### src/rtl/axis_packet_arbiter.sv
`default_nettype none
// +-----------------------------------------------------------------------+
// | axis_packet_arbiter: packet-granular round-robin AXI-Stream arbiter.  |
// | Rev 1.0                                                               |
// +-----------------------------------------------------------------------+
module axis_packet_arbiter #(
  parameter int NUM_INPUTS     = 2,
  parameter int AXIS_BYTES     = 1,
  parameter int AXIS_USER_BITS = 1,
  parameter int MAX_BEATS      = 0,
  localparam int ID_W          = (NUM_INPUTS > 1) ? $clog2(NUM_INPUTS) : 1
) (
  input  logic                                   clk,
  input  logic                                   sresetn,
  input  logic [NUM_INPUTS*8*AXIS_BYTES-1:0]     axis_i_tdata,
  input  logic [NUM_INPUTS*AXIS_USER_BITS-1:0]   axis_i_tuser,
  input  logic [NUM_INPUTS*AXIS_BYTES-1:0]       axis_i_tkeep,
  input  logic [NUM_INPUTS-1:0]                  axis_i_tlast,
  input  logic [NUM_INPUTS-1:0]                  axis_i_tvalid,
  input  logic [NUM_INPUTS-1:0]                  axis_i_drop,
  output logic [NUM_INPUTS-1:0]                  axis_i_tready,
  output logic [8*AXIS_BYTES-1:0]                axis_o_tdata,
  output logic [AXIS_USER_BITS-1:0]              axis_o_tuser,
  output logic [AXIS_BYTES-1:0]                  axis_o_tkeep,
  output logic                                   axis_o_tlast,
  output logic                                   axis_o_tvalid,
  input  logic                                   axis_o_tready,
  output logic                                   axis_o_drop,
  output logic [ID_W-1:0]                        axis_o_id,
  output logic                                   overlength
);

  localparam int C_DW = 8 * AXIS_BYTES;
  localparam int C_CW = (MAX_BEATS > 0) ? $clog2(MAX_BEATS + 1) : 1;
  localparam logic [C_CW-1:0] C_CNT_LAST = C_CW'(MAX_BEATS - 1);

  typedef enum logic [1:0] {
    S_IDLE  = 2'd0,
    S_PASS  = 2'd1,
    S_FLUSH = 2'd2
  } state_e;

  state_e            state_q, state_d;
  logic [ID_W-1:0]   g_q, g_d;
  logic [ID_W-1:0]   lg_q, lg_d;
  logic [C_CW-1:0]   cnt_q, cnt_d;

  logic [C_DW-1:0]           tdata_a [NUM_INPUTS];
  logic [AXIS_USER_BITS-1:0] tuser_a [NUM_INPUTS];
  logic [AXIS_BYTES-1:0]     tkeep_a [NUM_INPUTS];

  generate
    for (genvar n = 0; n < NUM_INPUTS; n++) begin : g_slice
      assign tdata_a[n] = axis_i_tdata[n*C_DW +: C_DW];
      assign tuser_a[n] = axis_i_tuser[n*AXIS_USER_BITS +: AXIS_USER_BITS];
      assign tkeep_a[n] = axis_i_tkeep[n*AXIS_BYTES +: AXIS_BYTES];
    end
  endgenerate

  logic sel_valid, sel_last, sel_drop, ovl;
  logic [ID_W-1:0] pick;

  assign sel_valid    = axis_i_tvalid[g_q];
  assign sel_last     = axis_i_tlast[g_q];
  assign sel_drop     = axis_i_drop[g_q];
  assign axis_o_tdata = tdata_a[g_q];
  assign axis_o_tuser = tuser_a[g_q];
  assign axis_o_tkeep = tkeep_a[g_q];
  assign axis_o_tlast = sel_last;
  assign ovl = (MAX_BEATS != 0) && (cnt_q == C_CNT_LAST) && !sel_last;

  // Requesters above lg outrank those at or below it; the lowest index wins in each group.
  always_comb begin
    pick = g_q;
    for (int i = NUM_INPUTS - 1; i >= 0; i--) begin
      if (axis_i_tvalid[i] && (i <= int'(lg_q))) pick = ID_W'(i);
    end
    for (int i = NUM_INPUTS - 1; i >= 0; i--) begin
      if (axis_i_tvalid[i] && (i > int'(lg_q))) pick = ID_W'(i);
    end
  end

  always_comb begin
    state_d       = state_q;
    g_d           = g_q;
    lg_d          = lg_q;
    cnt_d         = cnt_q;
    axis_i_tready = '0;
    axis_o_tvalid = 1'b0;
    axis_o_drop   = 1'b0;
    axis_o_id     = '0;
    overlength    = 1'b0;
    case (state_q)
      S_IDLE: begin
        if (|axis_i_tvalid) begin
          g_d     = pick;
          cnt_d   = '0;
          state_d = S_PASS;
        end
      end
      S_PASS: begin
        axis_o_tvalid      = sel_valid;
        axis_i_tready[g_q] = axis_o_tready;
        axis_o_drop        = sel_drop | ovl;
        axis_o_id          = g_q;
        if (sel_valid && axis_o_tready) begin
          if (sel_last || sel_drop) begin
            lg_d    = g_q;
            state_d = S_IDLE;
          end else if (ovl) begin
            overlength = 1'b1;
            state_d    = S_FLUSH;
          end else begin
            cnt_d = cnt_q + 1'b1;
          end
        end
      end
      S_FLUSH: begin
        // Swallow the tail of a truncated packet without presenting it downstream.
        axis_i_tready[g_q] = 1'b1;
        if (sel_valid && sel_last) begin
          lg_d    = g_q;
          state_d = S_IDLE;
        end
      end
      default: state_d = S_IDLE;
    endcase
  end

  always_ff @(posedge clk or negedge sresetn) begin
    if (!sresetn) begin
      state_q <= S_IDLE;
      g_q     <= '0;
      lg_q    <= ID_W'(NUM_INPUTS - 1);
      cnt_q   <= '0;
    end else begin
      state_q <= state_d;
      g_q     <= g_d;
      lg_q    <= lg_d;
      cnt_q   <= cnt_d;
    end
  end

endmodule
`default_nettype wire

### config.mk
export PLATFORM = sky130hd
export DESIGN_NAME = axis_packet_arbiter
export DESIGN_NICKNAME = d
export VERILOG_FILES = /design/src/rtl/axis_packet_arbiter.sv
export SDC_FILE = /design/constraint.sdc
export NUM_CORES = 1
export LEC_CHECK = 0
export ABC_AREA = 1
export CAP_MARGIN = 20
export CORE_MARGIN = 3
export CORE_UTILIZATION = 27
export DETAILED_ROUTE_END_ITERATION = 7
export GPL_ROUTABILITY_DRIVEN = 0
export HOLD_SLACK_MARGIN = 0.12
export PLACE_DENSITY = 0.79
export SLEW_MARGIN = 10
export SYNTH_ARGS = -nofsm -noshare
export SYNTH_HDL_FRONTEND = slang
export SYNTH_SLANG_ARGS = --single-unit
### constraint.sdc
create_clock -name clk -period 1.13 [get_ports clk]
set_input_delay 0.113 -clock clk [delete_from_list [all_inputs] [get_ports clk]]
set_output_delay 0.113 -clock clk [all_outputs]
set_load 0.005 [all_outputs]
==> results.cfg <==
[run_status]
status = finished, violations left
violations = negative setup slack

[finish]
drive_gt1_frac = 0.5070
num-nets-final = 172
multi_input_area_sq_um = 351.6
finalCoreUtilization = 0.8086
layout_commonest_cell = clkdlybuf4s50_1
ff_latch_area_sq_um = 77.57
fillCellCount = 95
layout_common_cells = clkdlybuf4s50_1 (28), nand2_1 (24), buf_2 (15)
n_antenna_cell = 0
synthToLayoutAreaGrowth_pct = 168.4

[power]
power_per_cell_area_nw_per_um2 = 2076
p_leak_nw = 0.5985
vdd_drop_max_uv = 1463

[placement]
dp.final_hpwl_um = 1240
portBuffers = 44

[clock_network]
cts_buffer_depth = 2
cts_made_buffers = 3
cts_root_buffer = clkbuf_4
clock_sinks = 3
clock_latency_ns = 0.25
cts_tree = built
clkTransAtPathRegs_ns = 0.04
htree_levels = 1

[worst_setup_path]
r2r_end = lg_q
critPathKind = flip-flop to output pin
startpoint_type = flip-flop
r2r-start = g_q
arrival_ns = 1.22
crit_fanout = 5
end_kind = output pin
crit_required_ns = 1.02
r2r_cells = 8
r2r_slack_ns = -0.08

[synthesis]
syn_nets = 106
synth_top_area_share = 0.3465
synth.largest_area_cell = nand2_1
yosys.cell_types.count = 18
syn-cell-area_sq_um = 411.6
ys_seq_area_frac = 0.1854
syn_avg_cell_area_sq_um = 5.346
yosys_warnings = 0
synthTopCellsByArea = nand2_1 (35%), dfrtp_1 (12%), inv_1 (10%)
synth-seq-cells = 3
synth_cells = 77

[routing]
via_per_inst = 4.675
via_count = 734
antenna_left = 0
wl_um = 2042
firstDrtPassIters = 4
drcViolationCount = 0
drtIter0Drc = 14
wire_per_inst_um = 13.01

[timing]
rsz0062_at_grt = yes
clock.fmax_mhz = 747.5
final.setup.worst_slack_ns = -0.2077
hold_viol = 0
setup-violations-final = 18
fin_setup_tns_ns = -2.826
fin_crit_sh = 1.184
fin_crit_ns = 1.338
slew_violations = 0
clock-skew-final_ns = 0.001455

[die]
fp-row-count = 13
start_util = 0.3013
die_w_um = 45.05
ioPinCount = 46
die_y_um = 45.05
dieArea_sq_um = 2029
core_sq_um = 1366

[hold_path]
hp-start = lg_q
hp-class = flip-flop to flip-flop
hold_depth = 2
hold_end = lg_q

[global_routing]
overflow = 0
grt_max_degree = 11
grt_usage = 0.2031
antenna_found_initial = 0
first_global_vias = 700
grt_pass1_wl_um = 3036

[flow_run]
cap_violations = 0
## critical path, stage by stage (launching register included)
cell	delay, ns
dfrtp_2	0.46
buf_6	0.16
buf_6	0.13
nand2_2	0.05
nand2_1	0.05
buf_2	0.12
## sequential cells by signal (all words and copies together), names as in the netlist
signal   flops
g_q          1
lg_q         1
state_q      1
## cell families (layout without fill, tap and decap cells)
logic type      Yosys count  in the layout  synth area share
flops                     3              3            0.1854
compound gates            3              3           0.03646
simple gates             54             54            0.5775
buf+inv                  16             81            0.1915
other cells               1              1          0.009110
## cells in the mapped netlist
cell type,n
a21oi_1,2
nor2_2,1
nand3_1,3
nand2_4,1
dfrtp_1,2
conb_1,1
buf_4,1
nand2_2,5
nand2_1,38
buf_6,1
dfstp_2,1
nor2_1,3
buf_2,2
nand3_2,1
o21ai_0,1
inv_6,1
nor3_1,2
inv_1,11
## worst max-delay path by stage
stage | slack [ns] | cells after the start | from | endpoint
floorplan | 0.18 | 5 | g_q | axis_o_tdata[0]
global placement | -0.38 | 4 | g_q | axis_o_tuser
detailed placement | -0.38 | 4 | g_q | axis_o_tdata[4]
CTS | -0.17 | 5 | g_q | axis_o_tdata[5]
global route | -0.25 | 5 | g_q | axis_o_tdata[1]
finish | -0.21 | 5 | g_q | axis_o_tdata[2]
## stage by stage
step                      instance area (sq um)  hold WS [ns]  total power (W)  setup slack [ns]  cells
after global placement                    937.1        0.3071         0.001628           -0.3802    143
after CTS                                  1032        0.4741         0.002022           -0.1725    156
after floorplan                           411.6       -0.1826        0.0008089            0.1825     77
final                                      1105        0.4879         0.002293           -0.2077    157
after global routing                       1105        0.4978         0.002447           -0.2500    157
after detailed placement                  937.1        0.3131         0.001644           -0.3806    143
## power by group
part           switching [W]  internal (W)  total (W)  leakage (nW)
logic               0.000848      0.000995    0.00184         0.552
clock network      0.0000794      0.000134   0.000213        0.0150
registers          0.0000678      0.000169   0.000237        0.0316
total               0.000995       0.00130    0.00229         0.598
## final cells by class
class / count / share of cell area
Inverter: 12 / 0.04530
Tap cell: 15 / 0.01699
Timing Repair Buffer: 65 / 0.5255
Multi-Input combinational cell: 58 / 0.3182
Clock buffer: 4 / 0.02378
Sequential cell: 3 / 0.07022
## repair_timing
item / in CTS / in global routing
setup endpoints to repair: 18 / 18
pin swaps: 16 / 7
cloned: 1 / 0
setup buffers: 8 / 1
endpoints found under the hold margin: 2 / 0
gates resized for setup: 90 / 19
hold buffers: 1 / 0
## metal layers
layer | GRT usage | vias up | wire (um)
met4 | 0.07018 | 0 | 35
met2 | 0.3588 | 46 | 1034
met5 | 0 | - | 0
met3 | 0.06773 | 7 | 291
li1 | - | 352 | -
met1 | 0.2241 | 329 | 680
No activity file was read; power rests on OpenSTA's default activity.
